### config.mk
export PLATFORM = sky130hd
export DESIGN_NAME = mult_share_arbiter_flat
export DESIGN_NICKNAME = d
export VERILOG_FILES = /design/src/rtl/mult_share_arbiter_if.sv /design/src/rtl/mult_share_arbiter.sv /design/src/flat_wrapper.sv
export SDC_FILE = /design/constraint.sdc
export NUM_CORES = 1
export LEC_CHECK = 0
export CAP_MARGIN = 10
export CELL_PAD_IN_SITES_DETAIL_PLACEMENT = 0
export CELL_PAD_IN_SITES_GLOBAL_PLACEMENT = 1
export CORE_ASPECT_RATIO = 0.6
export CORE_MARGIN = 2
export CORE_UTILIZATION = 30
export CTS_CLUSTER_SIZE = 20
export DETAILED_ROUTE_END_ITERATION = 8
export GPL_TIMING_DRIVEN = 0
export PLACE_DENSITY = 0.78
export SYNTH_ARGS = -nofsm -noshare
export SYNTH_HDL_FRONTEND = slang
export SYNTH_SLANG_ARGS = --single-unit
### constraint.sdc
create_clock -name clk -period 5 [get_ports clk]
set_input_delay 0.5 -clock clk [delete_from_list [all_inputs] [get_ports clk]]
set_output_delay 0.5 -clock clk [all_outputs]
set_load 0.05 [all_outputs]
### src/rtl/mult_share_arbiter_if.sv
// Operand and result handshake bundle for the two requesters of mult_share_arbiter.
// The arbiter takes the slave side; the requesters take the master side.
interface mult_share_arbiter_if;
    logic       req0_valid;
    logic       req0_ready;
    logic [3:0] req0_a;
    logic [3:0] req0_b;
    logic       req1_valid;
    logic       req1_ready;
    logic [3:0] req1_a;
    logic [3:0] req1_b;
    logic       rsp0_valid;
    logic       rsp0_ready;
    logic [7:0] rsp0_p;
    logic       rsp1_valid;
    logic       rsp1_ready;
    logic [7:0] rsp1_p;

    modport slave (
        input  req0_valid, req0_a, req0_b, rsp0_ready,
        input  req1_valid, req1_a, req1_b, rsp1_ready,
        output req0_ready, rsp0_valid, rsp0_p,
        output req1_ready, rsp1_valid, rsp1_p
    );

    modport master (
        output req0_valid, req0_a, req0_b, rsp0_ready,
        output req1_valid, req1_a, req1_b, rsp1_ready,
        input  req0_ready, rsp0_valid, rsp0_p,
        input  req1_ready, rsp1_valid, rsp1_p
    );
endinterface

### src/rtl/mult_share_arbiter.sv
// One 4x4 array multiplier shared round-robin between two valid/ready requesters,
// sequenced IDLE -> CALC -> RESP with per-requester completion counters.

module multiplier (
    input  logic [3:0] a,
    input  logic [3:0] b,
    output logic [7:0] p
);
    logic [3:0][7:0] pp;
    logic [4:0][7:0] acc;

    assign acc[0] = '0;
    for (genvar i = 0; i < 4; i++) begin : g_row
        assign pp[i]    = b[i] ? ({4'b0, a} << i) : 8'd0;
        assign acc[i+1] = acc[i] + pp[i];
    end
    assign p = acc[4];
endmodule

// Per-requester handshake gating and completion counter.
module mult_share_arbiter_port (
    input  logic       clk,
    input  logic       rst,
    input  logic       idle,
    input  logic       resp,
    input  logic       win,
    input  logic       own,
    input  logic       req_valid,
    input  logic       rsp_ready,
    output logic       req_ready,
    output logic       rsp_valid,
    output logic [7:0] done_cnt
);
    assign req_ready = idle & req_valid & win;
    assign rsp_valid = resp & own;

    always_ff @(posedge clk) begin
        if (rst)
            done_cnt <= '0;
        else if (rsp_valid && rsp_ready)
            done_cnt <= done_cnt + 8'd1;
    end
endmodule

module mult_share_arbiter #(
    parameter int DATA_W  = 4,
    parameter bit RR_INIT = 1'b0
) (
    input  logic                 clk,
    input  logic                 rst,
    mult_share_arbiter_if.slave  bus,
    output logic                 busy,
    output logic [7:0]           done0_cnt,
    output logic [7:0]           done1_cnt
);
    localparam int NUM_REQ = 2;
    localparam int P_W     = 2 * DATA_W;

    if (DATA_W != 4) begin : g_bad_width
        $error("mult_share_arbiter: DATA_W must be 4 to match the shared multiplier");
    end

    typedef enum logic [1:0] {IDLE, CALC, RESP} state_t;

    state_t                           state, state_nxt;
    logic [NUM_REQ-1:0]               req_vld, req_rdy, rsp_rdy, rsp_vld;
    logic [NUM_REQ-1:0]               win_vec, own_vec;
    logic [NUM_REQ-1:0][DATA_W-1:0]   req_a, req_b;
    logic [NUM_REQ-1:0][7:0]          done_cnt;
    logic [DATA_W-1:0]                op_a, op_b;
    logic [P_W-1:0]                   prod_reg, mul_p;
    logic                             owner, last_grant, winner, accept;

    assign req_vld = {bus.req1_valid, bus.req0_valid};
    assign req_a   = {bus.req1_a, bus.req0_a};
    assign req_b   = {bus.req1_b, bus.req0_b};
    assign rsp_rdy = {bus.rsp1_ready, bus.rsp0_ready};

    // A lone requester always wins; on a tie the one not granted last time wins.
    always_comb begin
        winner = 1'b0;
        case (req_vld)
            2'b01:   winner = 1'b0;
            2'b10:   winner = 1'b1;
            2'b11:   winner = ~last_grant;
            default: winner = 1'b0;
        endcase
    end

    assign accept = (state == IDLE) && (req_vld != '0);

    always_comb begin
        state_nxt = state;
        case (state)
            IDLE:    if (accept) state_nxt = CALC;
            CALC:    state_nxt = RESP;
            RESP:    if (rsp_rdy[owner]) state_nxt = IDLE;
            default: state_nxt = IDLE;
        endcase
    end

    always_ff @(posedge clk) begin
        if (rst)
            state <= IDLE;
        else
            state <= state_nxt;
    end

    // Operands are captured at the handshake so requester changes afterwards cannot leak in.
    always_ff @(posedge clk) begin
        if (rst) begin
            op_a       <= '0;
            op_b       <= '0;
            owner      <= 1'b0;
            last_grant <= ~RR_INIT;
            prod_reg   <= '0;
        end else begin
            if (accept) begin
                op_a       <= req_a[winner];
                op_b       <= req_b[winner];
                owner      <= winner;
                last_grant <= winner;
            end
            if (state == CALC)
                prod_reg <= mul_p;
        end
    end

    multiplier u_mul (
        .a (op_a),
        .b (op_b),
        .p (mul_p)
    );

    for (genvar k = 0; k < NUM_REQ; k++) begin : g_port
        assign win_vec[k] = (winner == 1'(k));
        assign own_vec[k] = (owner == 1'(k));

        mult_share_arbiter_port u_port (
            .clk       (clk),
            .rst       (rst),
            .idle      (state == IDLE),
            .resp      (state == RESP),
            .win       (win_vec[k]),
            .own       (own_vec[k]),
            .req_valid (req_vld[k]),
            .rsp_ready (rsp_rdy[k]),
            .req_ready (req_rdy[k]),
            .rsp_valid (rsp_vld[k]),
            .done_cnt  (done_cnt[k])
        );
    end

    assign bus.req0_ready = req_rdy[0];
    assign bus.req1_ready = req_rdy[1];
    assign bus.rsp0_valid = rsp_vld[0];
    assign bus.rsp1_valid = rsp_vld[1];
    assign bus.rsp0_p     = prod_reg;
    assign bus.rsp1_p     = prod_reg;

    assign busy      = (state != IDLE);
    assign done0_cnt = done_cnt[0];
    assign done1_cnt = done_cnt[1];
endmodule

### src/flat_wrapper.sv
// flat-port wrapper written by rule: the top's interface ports become plain ports
module mult_share_arbiter_flat 
#(
    parameter int DATA_W  = 4,
    parameter bit RR_INIT = 1'b0
)
  (clk, rst, busy, done0_cnt, done1_cnt, bus_req0_valid, bus_req0_a, bus_req0_b, bus_rsp0_ready, bus_req1_valid, bus_req1_a, bus_req1_b, bus_rsp1_ready, bus_req0_ready, bus_rsp0_valid, bus_rsp0_p, bus_req1_ready, bus_rsp1_valid, bus_rsp1_p);
  mult_share_arbiter_if bus_i ();
  input  logic clk;
  input  logic rst;
  output logic busy;
  output logic [7:0] done0_cnt;
  output logic [7:0] done1_cnt;
  input wire logic [$bits(bus_i.req0_valid)-1:0] bus_req0_valid;
  input wire logic [$bits(bus_i.req0_a)-1:0] bus_req0_a;
  input wire logic [$bits(bus_i.req0_b)-1:0] bus_req0_b;
  input wire logic [$bits(bus_i.rsp0_ready)-1:0] bus_rsp0_ready;
  input wire logic [$bits(bus_i.req1_valid)-1:0] bus_req1_valid;
  input wire logic [$bits(bus_i.req1_a)-1:0] bus_req1_a;
  input wire logic [$bits(bus_i.req1_b)-1:0] bus_req1_b;
  input wire logic [$bits(bus_i.rsp1_ready)-1:0] bus_rsp1_ready;
  output wire logic [$bits(bus_i.req0_ready)-1:0] bus_req0_ready;
  output wire logic [$bits(bus_i.rsp0_valid)-1:0] bus_rsp0_valid;
  output wire logic [$bits(bus_i.rsp0_p)-1:0] bus_rsp0_p;
  output wire logic [$bits(bus_i.req1_ready)-1:0] bus_req1_ready;
  output wire logic [$bits(bus_i.rsp1_valid)-1:0] bus_rsp1_valid;
  output wire logic [$bits(bus_i.rsp1_p)-1:0] bus_rsp1_p;
  assign bus_i.req0_valid = bus_req0_valid;
  assign bus_i.req0_a = bus_req0_a;
  assign bus_i.req0_b = bus_req0_b;
  assign bus_i.rsp0_ready = bus_rsp0_ready;
  assign bus_i.req1_valid = bus_req1_valid;
  assign bus_i.req1_a = bus_req1_a;
  assign bus_i.req1_b = bus_req1_b;
  assign bus_i.rsp1_ready = bus_rsp1_ready;
  assign bus_req0_ready = bus_i.req0_ready;
  assign bus_rsp0_valid = bus_i.rsp0_valid;
  assign bus_rsp0_p = bus_i.rsp0_p;
  assign bus_req1_ready = bus_i.req1_ready;
  assign bus_rsp1_valid = bus_i.rsp1_valid;
  assign bus_rsp1_p = bus_i.rsp1_p;
  mult_share_arbiter #(.DATA_W(DATA_W), .RR_INIT(RR_INIT)) u_core (.clk(clk), .rst(rst), .bus(bus_i), .busy(busy), .done0_cnt(done0_cnt), .done1_cnt(done1_cnt));
endmodule
==> impl_results.md <==
- Outcome: complete, no violations
- Clk sink count: 36
- Hold worst-path end: u_core.bus.rsp0_p[1]$_SDFFE_PP0N_
- Mapped Cells: 236
- Synth top area cells: dfxtp_1 34%, ha_1 7.1%, a21oi_1 6.7%, fa_1 4.8%, nand2_1 4.5%
- Max H-tree Level: 2
- Hold Path Class: register to register
- Max Freq: 339.5 MHz
- Die H: 68.82 µm
- Hold Vio Cnt, Final: 0
- Max transition margin: 61.82%
- Clock skew after layout: 0.007974 ns
- Req. time, crit path: 4.50 ns
- Number of synthesized flops with an enable pin: 0
- Worst setup path category: primary input to output port
- Leakage: 1.157 nW
- HP Start: u_core.bus.rsp0_p[1]$_SDFFE_PP0N_
- Vias: 1885
- Rows: 23
- Layout fillers: 689
- Power density cells: 273.0 nW/µm²
- Antenna violations before repair: 0
- Post-Syn Nets: 275
- Critical R2R Capture: u_core.bus.rsp0_p[5]$_SDFFE_PP0N_
- Clk slew on worst S/H paths: 0.06 ns
- Routed WL per cell: 13.15 µm
- Asr flop ratio synth: 0%
- Clk root buf: clkbuf_16
- Die X: 112.0 µm
- Arr. time, crit path: 2.45 ns
- # hold bufs at CTS: 0
- Synth warn: 0
- Largest family of logic cells by synthesized area: simple AND/OR/NAND/NOR gates
- Drt first pass iters: 4
- Worst skew pair latency: 0.28 ns
- Period utilisation layout: 58.91%
- Avg Cell Area, Syn: 8.902 µm²
- Vias in the first global route: 1772
- Sequential share of the synthesized area: 34.31%
- Reg area: 720.7 µm²
- Num CTS Buffers: 5
- Minimum clock period: 2.945 ns
- Final GP Congestion: 0.8078
- Die Area: 7710 µm²
- RSZ-0062 raised after global routing: no
- Worst Setup Start Kind: primary input
- Ratio of cells with drive above 1 in the final layout: 8.609%
- Vias per cell: 4.846
- CP cell instances: clkdlybuf4s50_1 -> a21boi_0 -> buf_2 -> nand2_1 -> inv_1 -> clkdlybuf4s50_1
- GRT overflow: 0
- Num ports: 59
- Ys flop type: dfxtp_1
- Worst R2R Path Depth: 7
- Adder-cell share of the synthesized area: 11.91%
- CTS tree: done
- DRT antenna net count: 0
- Total track usage: 14.27%
- Netlist Area Pre-Place: 2101 µm²
- Area Growth Syn to Fin: 39.96%
- Buffers added on ports: 58
- Synth Area in Simple Gates: 24.18%
- Critical-path top delay cell: clkdlybuf4s50_1
- Clk buf depth: 2
- Worst hold path depth: 2
- Total of max-cap violations: 0
- Largest net degree at the start of global routing: 12
- Yosys cell types: 39
- Hold_ws: 0.4877 ns
- Final max-slew violation count: 0
- Share of the synthesized area in the top cell type: 34.31%
- Cell mode on critical path: clkdlybuf4s50_1
- Area of the multi-input gates: 1217 µm²
- Final setup violation count: 0
- Starting density of the core: 31.20%
- Compound-Gate Fraction of Synth Area: 15.25%
- Initial DRC count: 93
- Postcts setup bufs: 0
- R2R Path Start: u_core.op_b[1]$_SDFFE_PP0P_
- Antenna fix cells: 0
- Hpwl dp: 4004 µm
- Core area: 6734 µm²
- Mux share of post-synthesis cell area: 5.360%
- Post-layout net count: 340
- Remaining DRCs: 0
- Worst path max stage delay: 0.80 ns
- CP max FO: 10
- Register-to-register setup slack: 2.31 ns
- Number of gates resized after cts: 0
- Yosys reg bits: 36
- Least-Margin Pin Slew: 0.5706 ns
- Synth Area in XOR/XNOR: 1.251%
- First-pass GRT wire length: 8687 µm
- Cell accounting for the most synthesized area: dfxtp_1
- Worst vdd ir: 0.1851 mV
- CP Capture Type: output port
- Detailed-route wire length: 5116 µm
- Post-route setup TNS: 0 ns
## per-stage QoR
stage	util (%)	cell area [µm²]	std cells	setup slack [ns]	total power, mW
CTS	43.66	2940	389	2.028	0.8085
detailed placement	41.43	2790	381	2.044	0.4918
floorplan	-	2101	236	2.511	0.4309
finish	43.66	2940	389	2.055	0.8026
global route	43.66	2940	389	1.898	0.8441
global placement	41.43	2790	381	2.033	0.4888
## placed cells by master, fill, tap and decap left out, types with 5 or more instances in the layout
master           instances
nand3_1                  9
and2_1                   9
mux2i_1                  9
clkdlybuf4s50_1         58
inv_1                   10
dfxtp_1                 36
nand2_1                 25
nor2b_1                  6
a211oi_1                 9
ha_1                    12
clkbuf_16                5
nor2_1                  10
or4_1                    7
buf_4                    9
o31ai_1                  7
fa_1                     5
clkbuf_1                 5
a21oi_1                 28
## worst max-delay path, delay by kind of cell
family,cells,cell delay [ns]
compound gates,1,0.17
buf+inv,4,1.66
simple gates,1,0.11
## logic make-up (layout without fill, tap and decap cells)
logic type / count (synthesis) / in the layout
flops: 36 / 36
compound gates: 52 / 52
fa+ha+maj: 17 / 17
buf+inv: 30 / 96
mux: 11 / 11
xor+xnor: 3 / 3
simple gates: 87 / 87
## flip-flops by register name, indices dropped and copies added, names as in the netlist
register,cells
u_core.bus.rsp0_p,8
u_core.g_port.u_port.done_cnt,16
u_core.last_grant,1
u_core.op_a,4
u_core.op_b,4
u_core.owner,1
u_core.state,2
## synthesized netlist by cell type (3+ instances only)
library cell / number
buf_1: 4
a21oi_1: 28
nand4_1: 4
buf_4: 9
nand3_1: 9
o31ai_1: 7
dfxtp_1: 36
or3_1: 3
and2_1: 9
clkbuf_1: 4
nor2_1: 10
o21ai_0: 4
mux2i_1: 9
nor2b_1: 6
a211oi_1: 9
inv_1: 10
or4_1: 7
nand2_1: 25
ha_1: 12
fa_1: 5
## power by group
group	leakage [nW]	total (mW)	switching, mW	internal [mW]
sequential	0.293	0.319	0.0173	0.302
combinational	0.794	0.165	0.0944	0.0708
clock	0.0701	0.318	0.120	0.198
## worst max path at each step
stage | depth (start not counted) | end | slack (ns) | from
6_report | 6 | bus_req1_ready | 2.05 | bus_req1_valid
5_1_grt | 6 | bus_req1_ready | 1.90 | bus_req1_valid
4_1_cts | 6 | bus_req1_ready | 2.03 | bus_req1_valid
3_5_place_dp | 6 | bus_req1_ready | 2.04 | bus_req1_valid
3_3_place_gp | 6 | bus_req1_ready | 2.03 | bus_req1_valid
2_1_floorplan | 7 | u_core.bus.rsp0_p[5]$_SDFFE_PP0N_ | 2.51 | u_core.op_b[1]$_SDFFE_PP0P_
## metal layers
metal | up-vias | track usage, % | part of all wire [%]
li1 | 968 | - | -
met4 | 0 | 2.744 | 0.68
met5 | - | 0 | 0
met3 | 5 | 4.458 | 6.0
met2 | 51 | 20.68 | 39
met1 | 861 | 20.88 | 55
## area by class of cell
type                    instances  share of cell area [%]
clock buffers                   7                   4.851
inverters                      10                   1.277
flip-flops and latches         36                   24.51
clock inverters                 1                  0.2553
well taps                      87                   3.702
plain buffers                  20                   4.255
multi-input cells             170                   41.40
repair buffers                 58                   19.74
(Power assumes the default switching activity.)
